## config.mk

```make
export PLATFORM = sky130hd
export DESIGN_NAME = hazard_ctrl
export DESIGN_NICKNAME = d
export VERILOG_FILES = /design/src/rtl/hazard_ctrl_pkg.sv /design/src/rtl/hazard_ctrl_lu_detect.sv /design/src/rtl/hazard_ctrl.sv
export SDC_FILE = /design/constraint.sdc
export NUM_CORES = 1
export LEC_CHECK = 0
export ABC_AREA = 1
export ABC_CLOCK_PERIOD_IN_PS = 3060
export CORE_AREA = 2 2 39 41
export DETAILED_ROUTE_END_ITERATION = 10
export DIE_AREA = 0 0 41 43
export PLACE_DENSITY = 0.65
export SETUP_SLACK_MARGIN = 0.15
export SYNTH_ARGS = -nofsm -noshare
export SYNTH_HDL_FRONTEND = slang
export SYNTH_HIERARCHICAL = 1
export SYNTH_SLANG_ARGS = --single-unit
```

## constraint.sdc

```tcl
create_clock -name clk -period 3.06 [get_ports clk]
set_input_delay 0.612 -clock clk [delete_from_list [all_inputs] [get_ports clk]]
set_output_delay 0.612 -clock clk [all_outputs]
set_load 0.02 [all_outputs]
```

## src/rtl/hazard_ctrl_pkg.sv

```systemverilog
// Shared encodings for the decode-stage hazard controller: FSM states,
// register index width and the opcode constants the decode stage steers on.
package hazard_ctrl_pkg;

  localparam int unsigned REG_AW = 5;

  typedef enum logic [1:0] {
    HS_RUN    = 2'b00,
    HS_LSTALL = 2'b01,
    HS_FLUSH  = 2'b10
  } hs_e;

  localparam logic [4:0] OP_LOAD  = 5'b01010;
  localparam logic [4:0] OP_STORE = 5'b01011;
  localparam logic [4:0] OP_BR    = 5'b01111;
  localparam logic [4:0] OP_JMP   = 5'b10000;
  localparam logic [4:0] OP_JAL   = 5'b10001;
  localparam logic [4:0] OP_JR    = 5'b10010;

  typedef struct packed {
    logic pc_write;
    logic ifid_write;
    logic ifid_flush;
    logic idex_flush;
    logic stall_flush;
    logic pipe_hold;
  } haz_ctrl_t;

endpackage

```

## src/rtl/hazard_ctrl_lu_detect.sv

```systemverilog
// Combinational load-use comparator: a load in EX whose destination is read
// by the instruction in ID. r0 is hardwired zero and never creates a hazard.
module haz_lu_detect #(
  parameter int unsigned REG_AW = 5
) (
  input  logic [REG_AW-1:0] id_rs1,
  input  logic [REG_AW-1:0] id_rs2,
  input  logic              id_reg_read,
  input  logic              id_rs2_valid,
  input  logic              ex_mem_read,
  input  logic              ex_reg_write,
  input  logic [REG_AW-1:0] ex_rd,
  output logic              load_use
);

  always_comb begin
    load_use = ex_mem_read && ex_reg_write && (ex_rd != '0) &&
               ((id_reg_read  && (ex_rd == id_rs1)) ||
                (id_rs2_valid && (ex_rd == id_rs2)));
  end

endmodule

```

## src/rtl/hazard_ctrl.sv

```systemverilog
// Decode-stage hazard controller: load-use stalls, EX redirect flushes and
// mem_busy freeze. Define HAZ_PERF_CNT_EN to add saturating stall/flush counters.
module hazard_ctrl #(
  parameter int unsigned REG_AW          = 5,
  parameter int unsigned LU_STALL_CYCLES = 1,
  parameter int unsigned FLUSH_CYCLES    = 1,
  parameter int unsigned CNT_W           = 3
`ifdef HAZ_PERF_CNT_EN
  , parameter int unsigned PERF_W        = 32
`endif
) (
  input  logic              clk,
  input  logic              rst_n,
  input  logic [REG_AW-1:0] id_rs1,
  input  logic [REG_AW-1:0] id_rs2,
  input  logic              id_reg_read,
  input  logic              id_rs2_valid,
  input  logic              ex_mem_read,
  input  logic              ex_reg_write,
  input  logic [REG_AW-1:0] ex_rd,
  input  logic              ex_redirect,
  input  logic              mem_busy,
  output logic              pc_write,
  output logic              ifid_write,
  output logic              ifid_flush,
  output logic              idex_flush,
  output logic              stall_flush,
  output logic              pipe_hold,
  output logic [1:0]        hazard_state
`ifdef HAZ_PERF_CNT_EN
  , output logic [PERF_W-1:0] perf_stall_cnt,
  output logic [PERF_W-1:0]   perf_flush_cnt
`endif
);

  import hazard_ctrl_pkg::*;

  hs_e              state, state_nxt;
  logic [CNT_W-1:0] cnt, cnt_nxt;
  haz_ctrl_t        ctl;
  logic             load_use;

  haz_lu_detect #(.REG_AW(REG_AW)) u_lu_detect (
    .id_rs1       (id_rs1),
    .id_rs2       (id_rs2),
    .id_reg_read  (id_reg_read),
    .id_rs2_valid (id_rs2_valid),
    .ex_mem_read  (ex_mem_read),
    .ex_reg_write (ex_reg_write),
    .ex_rd        (ex_rd),
    .load_use     (load_use)
  );

  always_ff @(posedge clk or negedge rst_n) begin
    if (!rst_n) begin
      state <= HS_RUN;
      cnt   <= '0;
    end else begin
      state <= state_nxt;
      cnt   <= cnt_nxt;
    end
  end

  always_comb begin
    state_nxt = state;
    cnt_nxt   = cnt;
    ctl       = '0;
    if (mem_busy) begin
      ctl.pipe_hold = 1'b1;
    end else if (ex_redirect) begin
      ctl.pc_write    = 1'b1;
      ctl.ifid_flush  = 1'b1;
      ctl.idex_flush  = 1'b1;
      ctl.stall_flush = 1'b1;
      if (FLUSH_CYCLES > 1) begin
        state_nxt = HS_FLUSH;
        cnt_nxt   = CNT_W'(FLUSH_CYCLES - 1);
      end else begin
        state_nxt = HS_RUN;
        cnt_nxt   = '0;
      end
    end else if (state == HS_FLUSH) begin
      ctl.pc_write    = 1'b1;
      ctl.ifid_flush  = 1'b1;
      ctl.stall_flush = 1'b1;
      if (cnt == CNT_W'(1)) begin
        state_nxt = HS_RUN;
        cnt_nxt   = '0;
      end else begin
        cnt_nxt = cnt - CNT_W'(1);
      end
    end else if (state == HS_LSTALL) begin
      ctl.stall_flush = 1'b1;
      if (cnt == CNT_W'(1)) begin
        state_nxt = HS_RUN;
        cnt_nxt   = '0;
      end else begin
        cnt_nxt = cnt - CNT_W'(1);
      end
    end else if (load_use) begin
      ctl.stall_flush = 1'b1;
      if (LU_STALL_CYCLES > 1) begin
        state_nxt = HS_LSTALL;
        cnt_nxt   = CNT_W'(LU_STALL_CYCLES - 1);
      end
    end else begin
      ctl.pc_write   = 1'b1;
      ctl.ifid_write = 1'b1;
    end
  end

  // While reset is asserted the pipe is forced into a flushed, non-advancing state.
  always_comb begin
    pc_write     = rst_n && ctl.pc_write;
    ifid_write   = rst_n && ctl.ifid_write;
    ifid_flush   = !rst_n || ctl.ifid_flush;
    idex_flush   = !rst_n || ctl.idex_flush;
    stall_flush  = !rst_n || ctl.stall_flush;
    pipe_hold    = rst_n && ctl.pipe_hold;
    hazard_state = state;
  end

`ifdef HAZ_PERF_CNT_EN
  logic stall_cyc, flush_cyc;

  always_comb begin
    flush_cyc = !mem_busy && (ex_redirect || (state == HS_FLUSH));
    stall_cyc = !mem_busy && !ex_redirect &&
                ((state == HS_LSTALL) || ((state == HS_RUN) && load_use));
  end

  always_ff @(posedge clk or negedge rst_n) begin
    if (!rst_n) begin
      perf_stall_cnt <= '0;
      perf_flush_cnt <= '0;
    end else begin
      if (stall_cyc && (perf_stall_cnt != '1)) perf_stall_cnt <= perf_stall_cnt + PERF_W'(1);
      if (flush_cyc && (perf_flush_cnt != '1)) perf_flush_cnt <= perf_flush_cnt + PERF_W'(1);
    end
  end
`endif

endmodule

```

# After elaboration in Yosys (flattened, before gate mapping)

Cells that the tools add are included.

Add/sub/neg operators: 1
Equality and inequality tests: 5
Multiplexer cells: 23
Bitwise operators: 1
Reduce and logical (&&, ||, !) cells: 16

Operators by type and width:

| cell                                                                  | number |
|---|---|
| 1-bit 2-to-1 mux                                                      | 12 |
| 2-bit 2-to-1 mux                                                      | 6 |
| 3-bit 2-to-1 mux                                                      | 4 |
| 5-bit equality test                                                   | 2 |
| 1-bit logical AND                                                     | 8 |
| 5-bit 2-to-1 mux                                                      | 1 |
| 5-bit nonzero test                                                    | 1 |
| 1-bit logical OR                                                      | 4 |
| 3-bit by 1-bit equality test with 1-bit output, second input constant | 1 |
| 3-bit nonzero test                                                    | 1 |
| 3-bit by 1-bit subtractor with 3-bit output, second input constant    | 1 |
| 2-bit by 1-bit equality test with 1-bit output, second input constant | 1 |
| 2-bit equality test, second input constant                            | 1 |
| 2-bit AND reduction                                                   | 1 |
| 1-bit logical NOT                                                     | 1 |
| 1-bit NOT                                                             | 1 |

Register bits after elaboration: 5
Output and inout port bits: 8
Word-level logic and storage cells: 48

# Logic depth before layout (Yosys ltp)

Gate-level depths: netlist of run 1.

Depth after elaboration: 10
Mapped depth: 8

# Hierarchy

The synthesis of run 1 kept the hierarchy.

Modules (own cells, without submodules):

| module        | times used | cells each | area an instance (um^2) |
|---|---|---|---|
| haz_lu_detect | 1          | 56         | 220.2 |
| hazard_ctrl   | 1          | 15         | 76.3 |

# Least setup slack after synthesis of run 1

Ideal clock, no wire load.

Path type: input-to-output
From: input ex_rd[4]
To: output ifid_write
Data arrival time: 1.377 ns
Setup slack: 1.071 ns
Stages on the path: 6
Buffers on the path: 0
Cells stage by stage: nor3_1 > nand3_1 > nand3_1 > a21oi_1 > or2_1 > nor2_2

Cells in the longest elaborated chain, start to end: 10

RTL lines:

| element                                       | RTL line                                                 | text |
|---|---|---|
| start: declaration                            | hazard_ctrl.sv:20                                        | `input logic [REG_AW-1:0] ex_rd,` |
| 5-bit equality test, on equally long branches | hazard_ctrl_lu_detect.sv:18, hazard_ctrl_lu_detect.sv:19 |  |
| 1-bit logical AND, on equally long branches   | hazard_ctrl_lu_detect.sv:18, hazard_ctrl_lu_detect.sv:19 |  |
| 1-bit logical OR                              | hazard_ctrl_lu_detect.sv:18                              | `((id_reg_read && (ex_rd == id_rs1)) \|\|` |
| 1-bit logical AND *                           | hazard_ctrl_lu_detect.sv:17                              | `load_use = ex_mem_read && ex_reg_write && (ex_rd != '0) &&` |
| named net load_use                            | hazard_ctrl.sv:41                                        | `logic load_use;` |
| 2-bit 2-to-1 mux *                            | hazard_ctrl.sv:100                                       | `end else if (load_use) begin` |
| 2-bit 2-to-1 mux *                            | hazard_ctrl.sv:92                                        | `end else if (state == HS_LSTALL) begin` |
| 1-bit 2-to-1 mux *                            | hazard_ctrl.sv:82                                        | `end else if (state == HS_FLUSH) begin` |
| 1-bit 2-to-1 mux *                            | hazard_ctrl.sv:70                                        | `end else if (ex_redirect) begin` |
| 5-bit 2-to-1 mux *                            | hazard_ctrl.sv:68                                        | `if (mem_busy) begin` |
| 1-bit logical AND *                           | hazard_ctrl.sv:115                                       | `ifid_write = rst_n && ctl.ifid_write;` |
| end: declaration                              | hazard_ctrl.sv:24                                        | `output logic ifid_write,` |

Mark *: on every way through the listed nets, which the timed path passes. The rest lies on a longest branch.

# Final worst setup path of run 1

From: input ex_rd[3]
To: output ifid_write

Same word-level chain as after synthesis.

==> flow_summary.json, run 1 <==
{
  "grt_pass1_wl_um": 1420,
  "wirelength_um": 783,
  "final_max_slew_viol_count": 0,
  "rsz0062_at_grt": "no",
  "crit_type": "in2out",
  "dr_total_vias": 444,
  "vdd_ir_drop_max_mv": 0.0397,
  "slowest_stage": "clkdlybuf4s50_1",
  "finalSetupViolations": 0,
  "layout.nets": 122,
  "ios": 31,
  "power.density_nw_per_um2": 125,
  "gp_congestion": 0.663,
  "syn_to_final_growth_pct": 97.0,
  "ant_nets": 0,
  "row_count": 14,
  "die_h_um": 43,
  "critPathArrivalTime_ns": 2.12,
  "drc": 0,
  "initial_utilization_pct": 21.4,
  "hold_viol": 0,
  "min_from": "rst_n",
  "critPathMaxFanout": 3,
  "drt_iter0_drc": 2,
  "seq_cells": 0,
  "p_leak_nw": 0.348,
  "period_share_pct": 89.4,
  "avgRoutedWirePerCell_um": 6.93,
  "drt_first_pass_iters": 2,
  "grt_max_degree": 6,
  "syn_inst": 71,
  "n_clock_buffer": 0,
  "max_stage_delay_ns": 0.51,
  "grt_pass1_vias": 405,
  "critical_path.endpoint_type": "output port",
  "cts_hold_buf": 0,
  "status": "complete, no violations",
  "diodes": 0,
  "dpl.hpwl_um": 734,
  "routed_via_density": 3.93,
  "core_area_um2": 1380,
  "die_width_um": 41,
  "avgSynthCellArea_um2": 4.18,
  "synth.distinct_cells": 14,
  "track_usage_pct": 10.5,
  "cp_cell_sequence": "clkdlybuf4s50_1, inv_2, nand2_1, nand2_1, nor2_1, nand3_1, a21oi_2, or2_1, nor2_2, dlygate4sd2_1",
  "report.power.total_w": 0.0000728,
  "syn-cell-area_um2": 297,
  "final_util_pct": 42.2,
  "yosysWarnings": 6,
  "min_period_ns": 2.73,
  "seq_area_um2": 0,
  "crit_buf_inv": 3,
  "drive_gt1_share_pct": 7.22,
  "whs_endpoint": "stall_flush",
  "io_buffers": 28,
  "crit_required_ns": 2.45,
  "dp.cells": 113,
  "antenna_found_initial": 0,
  "fin_tns_setup_ns": 0,
  "min_path_type": "in2out",
  "dieArea_um2": 1760,
  "fmax_mhz": 366,
  "crit_top_cell": "nand2_1",
  "overflow": 0,
  "synth-seq-area-share_pct": 0,
  "cp-start-kind": "input port",
  "stdcell_count": 113,
  "min_path_cells": 3,
  "critPathTopFamily": "buffers and inverters",
  "drv_cap": 0
}
power breakdown:
part           leakage, nW  internal, W  switching, W
Sequential               0            0             0
Combinational        0.348    0.0000404     0.0000324
Clock                    0            0             0
worst max path at each step:
| stage | from | end | slack (ns) | cells after the start |
|---|---|---|---|---|
| after CTS | ex_rd[1] | stall_flush | 0.24 | 10 |
| final | ex_rd[3] | ifid_write | 0.33 | 10 |
| after detailed placement | ex_rd[1] | stall_flush | -0.02 | 10 |
| after floorplan | ex_rd[4] | ifid_write | 1.07 | 6 |
| after global routing | ex_rd[2] | ifid_write | 0.15 | 10 |
| after global placement | ex_rd[1] | stall_flush | -0.01 | 10 |
kinds of logic (layout without fill, tap and decap cells):
family / Yosys count / count (layout) / synth area share (%)
compound gates: 4 / 4 / 6.75
buf+inv: 20 / 45 / 29.1
other cells: 1 / 2 / 1.26
simple gates: 46 / 46 / 62.9
cell usage after synthesis (all sizes together):
| cell | n | area share (%) |
|---|---|---|
| nand2 | 31 | 40 |
| inv | 17 | 22 |
| nor2 | 9 | 12 |
| nand3 | 4 | 6.8 |
| buf | 3 | 7.6 |
| a21oi | 2 | 3.4 |
| o21ai | 2 | 3.4 |
| conb | 1 | 1.3 |
| nor3 | 1 | 1.7 |
| or2 | 1 | 2.1 |
per-layer routing:
layer | GRT usage, % | wire [um] | vias up
li1 | - | - | 251
met4 | 0 | 0 | 0
met5 | 0 | 0 | -
met1 | 14.2 | 348 | 180
met2 | 18.8 | 388 | 13
met3 | 0 | 46 | 0
metrics by stage:
step                      setup slack (ns)  area, um2  hold slack, ns
after floorplan                       1.07        300            1.35
after global routing                 0.153        584            2.10
final                                0.326        584            2.07
after CTS                            0.242        574            2.10
after detailed placement           -0.0250        578            2.31
after global placement            -0.00963        578            2.32
layout by cell type (no fill, tap or decap), drive strengths merged:
cell	n
inv	17
o21ai	2
nor2	9
nor3	1
clkdlybuf4s50	23
or2	1
nand2	31
clkdlybuf4s15	1
conb	2
a21oi	2
dlymetal6s2s	2
dlygate4sd2	2
nand3	4
layout make-up:
class                      instances  area [um2]
fill                             171         800
inverter                          17        63.8
multi-input combinational         52         218
timing repair buffer              28         283
tap                               16        20.0
what timing repair did:
action	in CTS	in global routing
buffers inserted	0	0
gates resized for setup	3	4
pin swaps	0	1
setup endpoints to repair	3	2
No activity file was read; power rests on OpenSTA's default activity.
==> run 2: changes to the inputs <==
--- a/config.mk
+++ b/config.mk
@@ -7,10 +7,12 @@
 export LEC_CHECK = 0
 export ABC_AREA = 1
 export ABC_CLOCK_PERIOD_IN_PS = 3060
-export CORE_AREA = 2 2 39 41
+export CELL_PAD_IN_SITES_DETAIL_PLACEMENT = 0
+export CELL_PAD_IN_SITES_GLOBAL_PLACEMENT = 1
+export CORE_MARGIN = 4
+export CORE_UTILIZATION = 17
 export DETAILED_ROUTE_END_ITERATION = 10
-export DIE_AREA = 0 0 41 43
-export PLACE_DENSITY = 0.65
+export PLACE_DENSITY_LB_ADDON = 0.3
 export SETUP_SLACK_MARGIN = 0.15
 export SYNTH_ARGS = -nofsm -noshare
 export SYNTH_HDL_FRONTEND = slang
==> run 2 against run 1 <==
Net effect:
- total power rose by 2.3%
- critical path depth fell by 2
- first-iteration DRC count rose to 3.0 times the previous value
- core utilization fell by 5.2 points
- fmax fell by 1.6%
- non-clock buffer count rose by 1
- combinational power rose by 2%
- die area rose by 40%
- flip-flop and latch count did not move
- sequential share of layout area did not move
- critical path type unchanged
==> flow_summary.json, run 2 (same netlist as run 1, synthesis figures left out) <==
{
  "dpl.hpwl_um": 832,
  "min_period_ns": 2.78,
  "die_h_um": 49.8,
  "dieArea_um2": 2480,
  "rsz0062_at_grt": "yes",
  "cp-start-kind": "input port",
  "syn_to_final_growth_pct": 97.0,
  "initial_utilization_pct": 18.8,
  "gp_congestion": 0.676,
  "internal_power_w": 0.0000416,
  "nFillCells": 188,
  "io_buffers": 28,
  "p_leak_nw": 0.331,
  "pwr-share-clk_pct": 0,
  "seq_cells": 0,
  "wirelength_um": 897,
  "final_cell_mix": "nand2_1, clkdlybuf4s50_1, inv_1",
  "power.density_nw_per_um2": 128,
  "ant_nets": 0,
  "p_switching_w": 0.0000330,
  "ios": 31,
  "max_stage_delay_ns": 0.48,
  "vdd_ir_drop_max_mv": 0.0348,
  "n_clock_buffer": 0,
  "drc": 0,
  "fin_tns_setup_ns": 0,
  "antenna_found_initial": 0,
  "crit_top_cell": "nand3_1",
  "grt_pass1_wl_um": 1370,
  "dr_total_vias": 440,
  "sequentialPowerShare_pct": 0,
  "p_comb_share_pct": 100.0,
  "row_count": 14,
  "grt_pass1_vias": 357,
  "drive_gt1_share_pct": 7.14,
  "core_area_um2": 1580,
  "period_share_pct": 90.8,
  "drv_cap": 0,
  "critPathArrivalTime_ns": 2.17,
  "final_max_slew_viol_count": 0,
  "fmax_mhz": 360,
  "finalSetupViolations": 0,
  "drt_first_pass_iters": 4,
  "slowest_stage": "clkdlybuf4s50_1",
  "final_util_pct": 37.1,
  "layout.nets": 123,
  "layout_commonest_cell": "nand2_1",
  "switching_share_pct": 44.2,
  "routed_via_density": 3.86,
  "diodes": 0,
  "overflow": 0,
  "track_usage_pct": 6.67,
  "hold_viol": 0,
  "crit_type": "in2out",
  "cp_cell_sequence": "clkdlybuf4s50_1, nor3_1, nand3_1, nand3_1, a21oi_1, or2_1, nor2_2, clkdlybuf4s15_1",
  "die_width_um": 49.8,
  "critical_path.endpoint_type": "output port",
  "seq_area_um2": 0,
  "min_path_type": "in2out",
  "grt_max_degree": 6,
  "crit_required_ns": 2.45,
  "status": "complete, no violations",
  "drt_iter0_drc": 6,
  "critPathMaxFanout": 4,
  "avgRoutedWirePerCell_um": 7.87
}
==> run 2: changes by cell type in the layout (fill, tap and decap cells not counted), sizes merged <==
cell           change
clkdlybuf4s15      +1
buf                +1
clkdlybuf4s50      +2
dlymetal6s2s       -2
dlygate4sd2        -1
==> run 2: power by group through the flow <==
stage | logic (W) | registers, W | clock network [W]
6_report | 0.0000745 | 0 | 0
5_1_grt | 0.0000828 | 0 | 0
4_1_cts | 0.0000752 | 0 | 0
3_5_place_dp | 0.0000764 | 0 | 0
3_3_place_gp | 0.0000768 | 0 | 0
2_1_floorplan | 0.0000336 | 0 | 0
==> run 2: cell type report <==
cell class	instances	area, um2	share of cell area [%]
inverters	17	63.8	10.9
repair buffers	29	287	49.0
well taps	16	20.0	3.43
multi-input cells	52	214	36.6
==> run 2: per-stage QoR <==
| step | setup slack (ns) | instance area (um2) | hold WS (ns) | total power [W] | std cells |
|---|---|---|---|---|---|
| 2_1_floorplan | 1.07 | 300 | 1.35 | 0.0000336 | 72 |
| 3_3_place_gp | -0.0283 | 586 | 2.33 | 0.0000768 | 114 |
| 3_5_place_dp | -0.0392 | 586 | 2.33 | 0.0000764 | 114 |
| 4_1_cts | 0.230 | 582 | 2.09 | 0.0000752 | 114 |
| 5_1_grt | 0.130 | 584 | 2.09 | 0.0000828 | 114 |
| 6_report | 0.283 | 584 | 2.06 | 0.0000745 | 114 |
==> run 2: worst max-delay path: cells and delay by family <==
kind	cells	cell delay, ns
buf+inv	2	0.79
simple gates	5	0.70
compound gates	1	0.06
==> run 2: per-layer routing <==
metal / share of wire (%) / routed length, um / global-route usage [%]
met5: 0 / 0 / 0
met4: 0 / 0 / 0
met3: 6.4 / 57 / 0.602
met2: 45 / 401 / 12.6
met1: 49 / 438 / 8.60
==> run 2: timing repair <==
item,4_1_cts,5_1_grt
setup buffers,0,0
gates resized for setup,3,2
endpoints found under the setup margin,3,2
hold buffers,0,0
==> run 2: final timing paths <==
check,from,endpoint,cells past startpoint
hold / removal,rst_n,stall_flush,3
setup / recovery,ex_rd[4],ifid_write,8
